[src/rtl/krnl_acc_pkg.sv]
// Shared definitions for the kernel accelerator command scheduler.
// Holds the FSM state encodings, the page/word geometry, the default burst
// and credit limits, and the payload struct for one burst command.
package krnl_acc_pkg;

    localparam logic [1:0] ST_IDLE  = 2'd0;
    localparam logic [1:0] ST_ISSUE = 2'd1;
    localparam logic [1:0] ST_DRAIN = 2'd2;
    localparam logic [1:0] ST_DONE  = 2'd3;

    localparam int unsigned PAGE_BYTES          = 4096;
    localparam int unsigned WORD_SHIFT          = 4;
    localparam int unsigned DEF_MAX_BURST       = 16;
    localparam int unsigned DEF_MAX_OUTSTANDING = 4;

    localparam int unsigned ADDR_W  = 64;
    localparam int unsigned WORDS_W = 32;
    localparam int unsigned LEN_W   = 8;

    // One AXI4 burst command: byte address and beats-minus-one.
    typedef struct packed {
        logic [ADDR_W-1:0] addr;
        logic [LEN_W-1:0]  len;
    } cmd_t;

endpackage

[src/rtl/krnl_acc_burst_gen.sv]
// Burst command generator: splits a (start address, word count) job into
// AXI4 bursts that never exceed MAX_BURST beats or cross a 4 KB page.
// Ports:
//   clk, rst_n              clock, async active-low reset
//   load                    latch start_addr/start_words for a new job
//   enable                  permission to raise a new command (credit + state)
//   ready                   command accepted by the master engine
//   valid, cmd              command handshake and payload (registered)
//   last_issued             every word of the job has been handed out
module krnl_acc_burst_gen
    import krnl_acc_pkg::*;
#(
    parameter int unsigned WORD_BYTES = 16,
    parameter int unsigned MAX_BURST  = DEF_MAX_BURST
) (
    input  logic               clk,
    input  logic               rst_n,
    input  logic               load,
    input  logic [ADDR_W-1:0]  start_addr,
    input  logic [WORDS_W-1:0] start_words,
    input  logic               enable,
    input  logic               ready,
    output logic               valid,
    output cmd_t               cmd,
    output logic               last_issued
);

    localparam int unsigned PAGE_WORDS = PAGE_BYTES >> WORD_SHIFT;
    localparam int unsigned PIDX_W     = $clog2(PAGE_WORDS);
    localparam int unsigned PW_W       = PIDX_W + 1;

    logic [ADDR_W-1:0]  addr_q, addr_d;
    logic [WORDS_W-1:0] rem_q, rem_d;
    logic [LEN_W-1:0]   len_q, len_d;
    logic               valid_q, valid_d;
    logic               last_q, last_d;

    logic [PW_W-1:0]    page_words_c;
    logic [WORDS_W-1:0] burst_c;
    logic [PW_W-1:0]    beats_c;

    // Next burst size: min(remaining, MAX_BURST, words left in this page).
    always_comb begin
        page_words_c = PW_W'(PAGE_WORDS) - PW_W'(addr_q[WORD_SHIFT +: PIDX_W]);
        burst_c      = rem_q;
        if (burst_c > WORDS_W'(MAX_BURST)) begin
            burst_c = WORDS_W'(MAX_BURST);
        end
        if (burst_c > WORDS_W'(page_words_c)) begin
            burst_c = WORDS_W'(page_words_c);
        end
        beats_c = PW_W'(len_q) + PW_W'(1);
    end

    // Command valid drops for one cycle after each handshake so the credit
    // check always sees counters that already include the previous burst.
    always_comb begin
        addr_d  = addr_q;
        rem_d   = rem_q;
        len_d   = len_q;
        valid_d = valid_q;
        if (load) begin
            addr_d  = start_addr;
            rem_d   = start_words;
            valid_d = 1'b0;
        end else if (valid_q) begin
            if (ready) begin
                valid_d = 1'b0;
                addr_d  = addr_q + ADDR_W'(beats_c) * ADDR_W'(WORD_BYTES);
                rem_d   = rem_q - WORDS_W'(beats_c);
            end
        end else if (enable && (rem_q != '0)) begin
            valid_d = 1'b1;
            len_d   = LEN_W'(burst_c - WORDS_W'(1));
        end
        last_d = (rem_d == '0);
    end

    always_ff @(posedge clk or negedge rst_n) begin
        if (!rst_n) begin
            addr_q  <= '0;
            rem_q   <= '0;
            len_q   <= '0;
            valid_q <= 1'b0;
            last_q  <= 1'b1;
        end else begin
            addr_q  <= addr_d;
            rem_q   <= rem_d;
            len_q   <= len_d;
            valid_q <= valid_d;
            last_q  <= last_d;
        end
    end

    always_comb begin
        cmd         = '0;
        cmd.addr    = addr_q;
        cmd.len     = len_q;
        valid       = valid_q;
        last_issued = last_q;
    end

endmodule

[src/rtl/krnl_acc_cmd_sched.sv]
// Kernel command scheduler: runs one invocation between the AXI-Lite
// control slave (ap_ctrl_chain) and the AES/CBC datapath.
// Ports:
//   ACLK, ARESETn                       clock, async active-low reset
//   ap_start/ap_ready/ap_idle/ap_done/ap_continue   control handshake
//   mode, cbc_mode, src_addr, dest_addr, words_num  job config (latched on start)
//   cfg_mode, cfg_cbc_mode              latched options for the datapath
//   rd_cmd_*, wr_cmd_*                  burst commands to the read/write masters
//   wr_done                             one pulse per completed write burst
module krnl_acc_cmd_sched
    import krnl_acc_pkg::*;
#(
    parameter int unsigned WORD_BYTES      = 16,
    parameter int unsigned MAX_BURST       = DEF_MAX_BURST,
    parameter int unsigned MAX_OUTSTANDING = DEF_MAX_OUTSTANDING
) (
    input  logic               ACLK,
    input  logic               ARESETn,
    input  logic               ap_start,
    input  logic               ap_continue,
    output logic               ap_ready,
    output logic               ap_idle,
    output logic               ap_done,
    input  logic               mode,
    input  logic               cbc_mode,
    input  logic [ADDR_W-1:0]  src_addr,
    input  logic [ADDR_W-1:0]  dest_addr,
    input  logic [WORDS_W-1:0] words_num,
    output logic               cfg_mode,
    output logic               cfg_cbc_mode,
    output logic               rd_cmd_valid,
    input  logic               rd_cmd_ready,
    output logic [ADDR_W-1:0]  rd_cmd_addr,
    output logic [LEN_W-1:0]   rd_cmd_len,
    output logic               wr_cmd_valid,
    input  logic               wr_cmd_ready,
    output logic [ADDR_W-1:0]  wr_cmd_addr,
    output logic [LEN_W-1:0]   wr_cmd_len,
    input  logic               wr_done
);

    localparam int unsigned OUT_W = $clog2(MAX_OUTSTANDING + 1);

    logic [1:0]         state_q, state_d;
    logic               ap_ready_q, ap_ready_d;
    logic               ap_idle_q, ap_idle_d;
    logic               ap_done_q, ap_done_d;
    logic               cfg_mode_q, cfg_mode_d;
    logic               cfg_cbc_q, cfg_cbc_d;
    logic [OUT_W-1:0]   wr_out_q, wr_out_d;
    logic [WORDS_W-1:0] rd_issued_q, rd_issued_d;
    logic [WORDS_W-1:0] wr_acked_q, wr_acked_d;

    logic               start_c, rd_fire_c, wr_fire_c, done_ok_c;
    logic               rd_en_c, wr_en_c;
    logic signed [WORDS_W-1:0] rd_ahead_c;

    logic rd_valid, wr_valid, rd_last, wr_last;
    cmd_t rd_cmd, wr_cmd;

    krnl_acc_burst_gen #(
        .WORD_BYTES (WORD_BYTES),
        .MAX_BURST  (MAX_BURST)
    ) u_rd_gen (
        .clk         (ACLK),
        .rst_n       (ARESETn),
        .load        (start_c),
        .start_addr  (src_addr),
        .start_words (words_num),
        .enable      (rd_en_c),
        .ready       (rd_cmd_ready),
        .valid       (rd_valid),
        .cmd         (rd_cmd),
        .last_issued (rd_last)
    );

    krnl_acc_burst_gen #(
        .WORD_BYTES (WORD_BYTES),
        .MAX_BURST  (MAX_BURST)
    ) u_wr_gen (
        .clk         (ACLK),
        .rst_n       (ARESETn),
        .load        (start_c),
        .start_addr  (dest_addr),
        .start_words (words_num),
        .enable      (wr_en_c),
        .ready       (wr_cmd_ready),
        .valid       (wr_valid),
        .cmd         (wr_cmd),
        .last_issued (wr_last)
    );

    // Credit accounting. Reads may run ahead of write completions by at most
    // MAX_OUTSTANDING bursts; the difference is signed because writes can
    // complete before the matching reads have even been issued.
    always_comb begin
        start_c    = (state_q == ST_IDLE) && ap_start;
        rd_fire_c  = rd_valid && rd_cmd_ready;
        wr_fire_c  = wr_valid && wr_cmd_ready;
        done_ok_c  = wr_done && (wr_out_q != '0);
        rd_ahead_c = rd_issued_q - wr_acked_q;
        rd_en_c    = (state_q == ST_ISSUE) &&
                     (rd_ahead_c < $signed(WORDS_W'(MAX_OUTSTANDING)));
        wr_en_c    = (state_q == ST_ISSUE) &&
                     (wr_out_q < OUT_W'(MAX_OUTSTANDING));

        wr_out_d = wr_out_q;
        if (wr_fire_c && !done_ok_c) begin
            wr_out_d = wr_out_q + OUT_W'(1);
        end else if (!wr_fire_c && done_ok_c) begin
            wr_out_d = wr_out_q - OUT_W'(1);
        end

        if (start_c) begin
            rd_issued_d = '0;
            wr_acked_d  = '0;
        end else begin
            rd_issued_d = rd_issued_q + WORDS_W'(rd_fire_c);
            wr_acked_d  = wr_acked_q + WORDS_W'(done_ok_c);
        end
    end

    // Job sequencing FSM.
    always_comb begin
        state_d    = state_q;
        ap_ready_d = 1'b0;
        cfg_mode_d = cfg_mode_q;
        cfg_cbc_d  = cfg_cbc_q;
        case (state_q)
            ST_IDLE: begin
                if (ap_start) begin
                    ap_ready_d = 1'b1;
                    cfg_mode_d = mode;
                    cfg_cbc_d  = cbc_mode;
                    state_d    = (words_num == '0) ? ST_DONE : ST_ISSUE;
                end
            end
            ST_ISSUE: begin
                if (rd_last && wr_last) begin
                    state_d = ST_DRAIN;
                end
            end
            ST_DRAIN: begin
                if (wr_out_q == '0) begin
                    state_d = ST_DONE;
                end
            end
            ST_DONE: begin
                if (ap_continue) begin
                    state_d = ST_IDLE;
                end
            end
            default: state_d = ST_IDLE;
        endcase
        ap_idle_d = (state_d == ST_IDLE);
        ap_done_d = (state_d == ST_DONE);
    end

    always_ff @(posedge ACLK or negedge ARESETn) begin
        if (!ARESETn) begin
            state_q     <= ST_IDLE;
            ap_ready_q  <= 1'b0;
            ap_idle_q   <= 1'b1;
            ap_done_q   <= 1'b0;
            cfg_mode_q  <= 1'b0;
            cfg_cbc_q   <= 1'b0;
            wr_out_q    <= '0;
            rd_issued_q <= '0;
            wr_acked_q  <= '0;
        end else begin
            state_q     <= state_d;
            ap_ready_q  <= ap_ready_d;
            ap_idle_q   <= ap_idle_d;
            ap_done_q   <= ap_done_d;
            cfg_mode_q  <= cfg_mode_d;
            cfg_cbc_q   <= cfg_cbc_d;
            wr_out_q    <= wr_out_d;
            rd_issued_q <= rd_issued_d;
            wr_acked_q  <= wr_acked_d;
        end
    end

    always_comb begin
        ap_ready     = ap_ready_q;
        ap_idle      = ap_idle_q;
        ap_done      = ap_done_q;
        cfg_mode     = cfg_mode_q;
        cfg_cbc_mode = cfg_cbc_q;
        rd_cmd_valid = rd_valid;
        rd_cmd_addr  = rd_cmd.addr;
        rd_cmd_len   = rd_cmd.len;
        wr_cmd_valid = wr_valid;
        wr_cmd_addr  = wr_cmd.addr;
        wr_cmd_len   = wr_cmd.len;
    end

endmodule

[config.mk]
export PLATFORM = sky130hd
export DESIGN_NAME = krnl_acc_cmd_sched
export DESIGN_NICKNAME = d
export VERILOG_FILES = /design/src/rtl/krnl_acc_pkg.sv /design/src/rtl/krnl_acc_burst_gen.sv /design/src/rtl/krnl_acc_cmd_sched.sv
export SDC_FILE = /design/constraint.sdc
export NUM_CORES = 1
export LEC_CHECK = 0
export ABC_AREA = 1
export BUFFER_PORTS_ARGS = -buffer_cell sky130_fd_sc_hd__buf_2
export CORE_MARGIN = 2
export CORE_UTILIZATION = 52
export DETAILED_ROUTE_END_ITERATION = 6
export PLACE_DENSITY = 0.83
export RECOVER_POWER = 25
export SYNTH_ARGS = -nofsm -noshare
export SYNTH_HDL_FRONTEND = slang
export SYNTH_SLANG_ARGS = --single-unit
export TNS_END_PERCENT = 1
[constraint.sdc]
create_clock -name ACLK -period 3.55 [get_ports ACLK]
set_input_delay 0.71 -clock ACLK [delete_from_list [all_inputs] [get_ports ACLK]]
set_output_delay 0.71 -clock ACLK [all_outputs]
set_load 0.05 [all_outputs]
## Yosys cells after proc, flatten, opt, wreduce, memory -nomap -nowiden

Index checks and enable logic that the tools add are counted.

| operators by class | value |
|---|---|
| $add $sub $neg | 15 |
| multipliers | 0 |
| divide/modulo/power cells | 0 |
| $lt $le $gt $ge | 6 |
| eq/ne operators | 4 |
| shift operators | 0 |
| multiplexer cells | 36 |
| bitwise gates (word level) | 3 |
| reductions and logical operators | 32 |

Operators with widths:

| cell | count |
|---|---|
| 64-bit 2-to-1 mux | 6 |
| 32-bit 2-to-1 mux | 10 |
| 64-bit by 13-bit adder with 64-bit output | 2 |
| 32-bit zero test | 3 |
| 32-bit by 1-bit adder with 32-bit output | 2 |
| 32-bit by 5-bit > comparator with 1-bit output, second input constant | 2 |
| 32-bit by 9-bit > comparator with 1-bit output | 2 |
| 32-bit nonzero test | 2 |
| 32-bit by 9-bit subtractor with 32-bit output | 2 |
| 32-bit by 4-bit less-than comparator with 1-bit output, second input constant | 1 |
| 32-bit subtractor | 1 |
| 8-bit by 1-bit adder with 9-bit output, second input constant | 2 |
| 9-bit by 8-bit subtractor with 9-bit output, first input constant | 2 |
| 8-bit 2-to-1 mux | 2 |
| 8-bit by 1-bit subtractor with 8-bit output, second input constant | 2 |
| 1-bit logical AND | 11 |
| 1-bit 2-to-1 mux | 10 |
| 2-bit 2-to-1 mux | 5 |
| 2-bit nonzero test | 5 |
| 2-bit case mux with 4 select lines | 1 |
| 2-bit == test, second input constant | 3 |
| 3-bit 2-to-1 mux | 2 |
| 2-bit AND reduction | 3 |
| 3-bit AND reduction | 2 |
| other kinds (9) | 13 |

| storage, ports and cells | value |
|---|---|
| register bits | 286 |
| latch bits | 0 |
| RAM bits | 0 |
| ROM bits | 0 |
| output and inout port bits | 151 |
| logic and storage cells | 115 |
| memories | 0 |

## Longest topological paths before layout

| depth | value |
|---|---|
| depth in word-level cells | 7 |
| mapped depth | 24 |
| depth with buffers taken out | 24 |

## Cells and area by module

From an unflattened synthesis, not the netlist that was laid out.

| unflattened totals | value |
|---|---|
| cells, all modules | 3,791 |
| area total of the unflattened synthesis | 24,213.2 sq um |

By module, submodules not included:

| module | instances | cells each | area an instance (sq um) |
|---|---|---|---|
| krnl_acc_burst_gen at u_rd_gen | 1 | 1,364 | 8,812.2 |
| krnl_acc_burst_gen at u_wr_gen | 1 | 1,347 | 8,795.9 |
| krnl_acc_cmd_sched | 1 | 1,080 | 6,605.1 |

## Least setup slack after synthesis

OpenSTA, ideal clock, no wires.

| timing | value |
|---|---|
| path kind | register to register |
| start | register u_wr_gen.addr_q[5] |
| end | register u_wr_gen.len_q[6] |
| library setup time | 0.118 ns |
| arrival time | 3.220 ns |
| data required time | 3.432 ns |
| slack | 0.212 ns |
| stages on the path, launching flop included | 22 |
| cells stage by stage | dfrtp_1 -> nor3_1 -> inv_1 -> nor3_1 -> nand3_1 -> xor2_1 -> inv_1 -> ha_1 -> nand2_1 -> o21ai_0 -> a21oi_1 -> nand2_1 -> nand2_1 -> buf_2 -> nand2_1 -> o21ai_0 -> ha_1 -> nand2_1 -> nor2_1 -> nand3_1 -> nand3_1 -> nand2_1 |

| between the ends | value |
|---|---|
| cells in the longest elaborated chain, start to end | 4 |

RTL lines:

| item | line | RTL |
|---|---|---|
| start, declared | krnl_acc_burst_gen.sv:32 | `logic [ADDR_W-1:0] addr_q, addr_d;` |
| start signal, assigned | krnl_acc_burst_gen.sv:87 | `addr_q <= addr_d;` |
| 9-bit by 8-bit subtractor with 9-bit output (*) | krnl_acc_burst_gen.sv:44 | `page_words_c = PW_W'(PAGE_WORDS) - PW_W'(addr_q[WORD_SHIFT +: PIDX_W]);` |
| 32-bit by 9-bit > comparator with 1-bit output | krnl_acc_burst_gen.sv:49 | `if (burst_c > WORDS_W'(page_words_c)) begin` |
| 8-bit 2-to-1 mux (*) | krnl_acc_burst_gen.sv:49 |  |
| 8-bit by 1-bit subtractor with 8-bit output (*) | krnl_acc_burst_gen.sv:74 | `len_d = LEN_W'(burst_c - WORDS_W'(1));` |
| end signal, assigned | krnl_acc_burst_gen.sv:89 | `len_q <= len_d;` |
| end, declared | krnl_acc_burst_gen.sv:34 | `logic [LEN_W-1:0] len_q, len_d;` |

Every way passes the cells marked *; elsewhere a longest branch is shown, timed or not.
A chain may end at the register's enable or synchronous reset.

## Worst setup path after layout

| timing | value |
|---|---|
| start | register u_wr_gen.len_q[0] |
| end | register u_wr_gen.addr_q[35] |

| between the ends | value |
|---|---|
| cells in the longest elaborated chain, start to end | 5 |

RTL lines:

| item | line | RTL |
|---|---|---|
| 8-bit by 1-bit adder with 9-bit output | krnl_acc_burst_gen.sv:52 | `beats_c = PW_W'(len_q) + PW_W'(1);` |
| 64-bit by 13-bit adder with 64-bit output | krnl_acc_burst_gen.sv:69 | `addr_d = addr_q + ADDR_W'(beats_c) * ADDR_W'(WORD_BYTES);` |
| 64-bit 2-to-1 mux | krnl_acc_burst_gen.sv:67 | `if (ready) begin` |
| 64-bit 2-to-1 mux | krnl_acc_burst_gen.sv:66 | `end else if (valid_q) begin` |
| 64-bit 2-to-1 mux | krnl_acc_burst_gen.sv:62 | `if (load) begin` |

No other way between the ends. The select of a mux whose other input is x is not followed.

==> impl_metrics.env <==
export IMPL_synth_distinct_cells=67
export IMPL_fin_ws_ps=110
export IMPL_synth_area_um2=23600
export IMPL_syn_to_final_growth_pct=16.5
export IMPL_path_clk_slew_ps=60
export IMPL_dieArea_um2=47100
export IMPL_critPathSlowestCell="dfrtp_1"
export IMPL_drive_above_1_share_pct=14.6
export IMPL_ys_seq_elements=286
export IMPL_grt_util_all_layers_pct=34.2
export IMPL_fin_crit_ps=3440
export IMPL_place_ws_ps=84.3
export IMPL_synth_avg_cell_area_um2=6.51
export IMPL_min_from="dest_addr[3]"
export IMPL_core_um2=45100
export IMPL_power_switching_mw=15.7
export IMPL_dp_hpwl_um=64100
export IMPL_synth_top_area_cell="dfrtp_1"
export IMPL_yosysSeqAreaShare_pct=30.3
export IMPL_setup_worst_path_start_class="flip-flop"
export IMPL_max_stage_delay_ps=400
export IMPL_synth_flop_cell="dfrtp_1"
export IMPL_io_pins=320
export IMPL_cp_cell_sequence="ha_1 > nand3_1 > xor2_1 > inv_1 > ha_1 > nand2_1 > o21ai_1 > nor2_2 > o21ai_4 > a21oi_4 > nor2_4 > nand2_1 > o21ai_0 > nand3_1 > o211ai_1 > o21ai_0"
export IMPL_place_congestion=1.04
export IMPL_fmax_mhz=291
export IMPL_nNetsFinal=4248
export IMPL_synth_edf_count=0
export IMPL_required_ps=3970
export IMPL_r2r_slack_ps=110
export IMPL_drtIter0Drc=2291
export IMPL_ir_drop_v=0.000839
export IMPL_dp_cells=4538
export IMPL_fillers=4296
export IMPL_antenna_left=0
export IMPL_power_report_internal_total_mw=12.3
export IMPL_numCtsBuffers=35
export IMPL_finalWirelength_um=82200
export IMPL_viasPerCell=5.67
export IMPL_clkLatencyLatePin_ps=560
export IMPL_async_flop_share_pct=100
export IMPL_maxCapViolCount=1
export IMPL_routed_via_count=26100
export IMPL_port_buffers=319
export IMPL_die_x_um=217
export IMPL_crit_type="reg2reg"
export IMPL_seqCellArea_um2=7160
export IMPL_clkPwrFrac_pct=13.6
export IMPL_grt_pass1_wl_um=128000
export IMPL_startpoint="u_wr_gen.len_q[0]$_DFFE_PN0P_"
export IMPL_end_kind="flip-flop"
export IMPL_die_y_um=217
export IMPL_r2r_start="u_wr_gen.len_q[0]$_DFFE_PN0P_"
export IMPL_layout_commonest_cell="nand2_1"
export IMPL_grt_overflow_total=0
export IMPL_grt_antenna_before_repair=5
export IMPL_grt_max_degree=127
export IMPL_combPwrFrac_pct=63.9
export IMPL_synth_top_area_share_pct=30.0
export IMPL_slew_viol_final=79
export IMPL_wl_per_cell_um=17.9
export IMPL_stdcell_area_um2=27500
export IMPL_min_path_type="in2reg"
export IMPL_power_frac_seq_pct=22.5
export IMPL_cp_max_fo=7
export IMPL_powerDensity_nw_per_um2=1020
export IMPL_worst_r2r_cell_count=16
export IMPL_drtPass1Iterations=7
export IMPL_period_share_pct=96.9
export IMPL_synth_area_leaders="dfrtp_1, nand2_1, inv_1"
export IMPL_placementRows=78
export IMPL_grt_pass1_vias=24200
export IMPL_cts_tree="built"
export IMPL_cts_sinks=286
export IMPL_cp_arrival_ps=3860
export IMPL_drc_errors=11
export IMPL_synth_warnings=0
export IMPL_fin_setup_tns_ps=0
export IMPL_cts_hold_buffers=0
export IMPL_hold_viol_final=0
export IMPL_status="finished with violations"
export IMPL_dpl_cell_area_um2=26200
export IMPL_start_util_pct=52.4
export IMPL_min_path_cells=3
export IMPL_violations="DRC, capacitance limit, slew limit"
export IMPL_fin_skew_ps=28.7
export IMPL_clk_path_buf_depth=3
export IMPL_tightest_slew_ps=2110
export IMPL_multi_input_area_um2=14300
export IMPL_netSwitchingFraction_pct=56.0
export IMPL_finalNonFillerCells=4606
export IMPL_root_buffer="clkbuf_16"
export IMPL_synthCells=3627
export IMPL_final_cell_mix="nand2_1, inv_1, nor2_1"
export IMPL_rsz0062_at_grt="yes"
export IMPL_setup_violations=0
export IMPL_h_tree_depth=2
export IMPL_max_slew_margin_pct=-40.8
export IMPL_leakage_nw=13.9
[final cells by class]
type,instances,share of cell area (%)
clock inverter,14,0.668
antenna,2,0.0182
sequential,286,26.0
inverter,556,7.59
multi-input combinational,2722,51.9
clock buffer,48,3.70
tap,600,2.73
timing repair buffer,378,7.41
[metal layers]
| layer | up-vias | part of all wire, % | global-route usage, % |
|---|---|---|---|
| li1 | 12600 | - | - |
| met3 | 259 | 8.7 | 6.08 |
| met1 | 12000 | 40 | 43.9 |
| met2 | 1279 | 45 | 55.9 |
| met4 | 8 | 5.3 | 16.6 |
| met5 | - | 0.058 | 0 |
[sequential cells by signal (all words and copies together) (netlist names)]
name,flops
u_rd_gen.valid,1
rd_issued_q,32
cfg_cbc_mode,1
u_wr_gen.rem_q,32
ap_ready,1
ap_done,1
u_wr_gen.last_issued,1
u_wr_gen.addr_q,64
u_rd_gen.rem_q,32
state_q,2
u_rd_gen.len_q,8
u_wr_gen.valid,1
u_rd_gen.addr_q,64
u_wr_gen.len_q,8
wr_acked_q,32
ap_idle,1
cfg_mode,1
u_rd_gen.last_issued,1
wr_out_q,3
[cells by family (layout without fill, tap and decap cells)]
family	after synthesis	count (layout)	share of synthesized area, %
compound gates	546	546	13.4
fa+ha+maj	100	100	5.46
flops	286	286	30.3
mux	1	1	0.0477
xor+xnor	93	93	3.45
buf+inv	626	996	10.1
other cells	1	10	0.0159
simple gates	1974	1974	37.2
[critical path: cells and delay by family (launching register included)]
family	cells	cell delay [ps]
fa+ha+maj	2	600
buf+inv	1	80
xor+xnor	1	320
compound gates	6	990
simple gates	6	900
flops	1	400
[power groups by stage]
stage | clock network (mW) | registers [mW] | logic [mW]
after floorplan | 0 | 8.10 | 10.9
after global placement | 0 | 6.22 | 17.2
after detailed placement | 0 | 6.23 | 17.5
after CTS | 3.85 | 6.19 | 17.6
after global routing | 4.00 | 6.42 | 19.8
final | 3.82 | 6.30 | 17.9
[stage by stage]
| step | power (mW) | hold WS (ps) | util, % |
|---|---|---|---|
| floorplan | 19.0 | 414 | - |
| global placement | 23.4 | 458 | 58.1 |
| detailed placement | 23.7 | 460 | 58.1 |
| CTS | 27.6 | 175 | 60.8 |
| global route | 30.2 | 358 | 61.0 |
| finish | 28.0 | 352 | 61.0 |
[worst paths after layout]
kind / to
min in group asynchronous: u_wr_gen.addr_q[14]$_DFFE_PN0P_
max in group asynchronous: u_rd_gen.addr_q[54]$_DFFE_PN0P_
worst min-delay path: u_wr_gen.addr_q[3]$_DFFE_PN0P_
worst max-delay path: u_wr_gen.addr_q[35]$_DFFE_PN0P_
worst min register to register: u_rd_gen.addr_q[1]$_DFFE_PN0P_
worst max register to register: u_wr_gen.addr_q[35]$_DFFE_PN0P_
[synthesized netlist by cell type, types with 15 or more instances]
library cell,instances
a21oi_1,166
buf_2,21
clkbuf_1,42
dfrtp_1,283
ha_1,95
inv_1,546
nand2_1,951
nand2_2,15
nand3_1,241
nand3b_1,17
nand4_1,126
nor2_1,389
nor2_2,22
nor3_1,90
nor4_1,40
o211ai_1,58
o21ai_0,206
o21bai_1,16
o221ai_1,16
o22ai_1,21
or2_2,27
xnor2_1,30
xor2_1,63
[what timing repair did]
action                                  4_1_cts  5_1_grt
endpoints found under the setup margin        0       43
buffers inserted                              0        4
resized for setup                             0       48
Note: power is estimated with default switching activity, not from simulation.
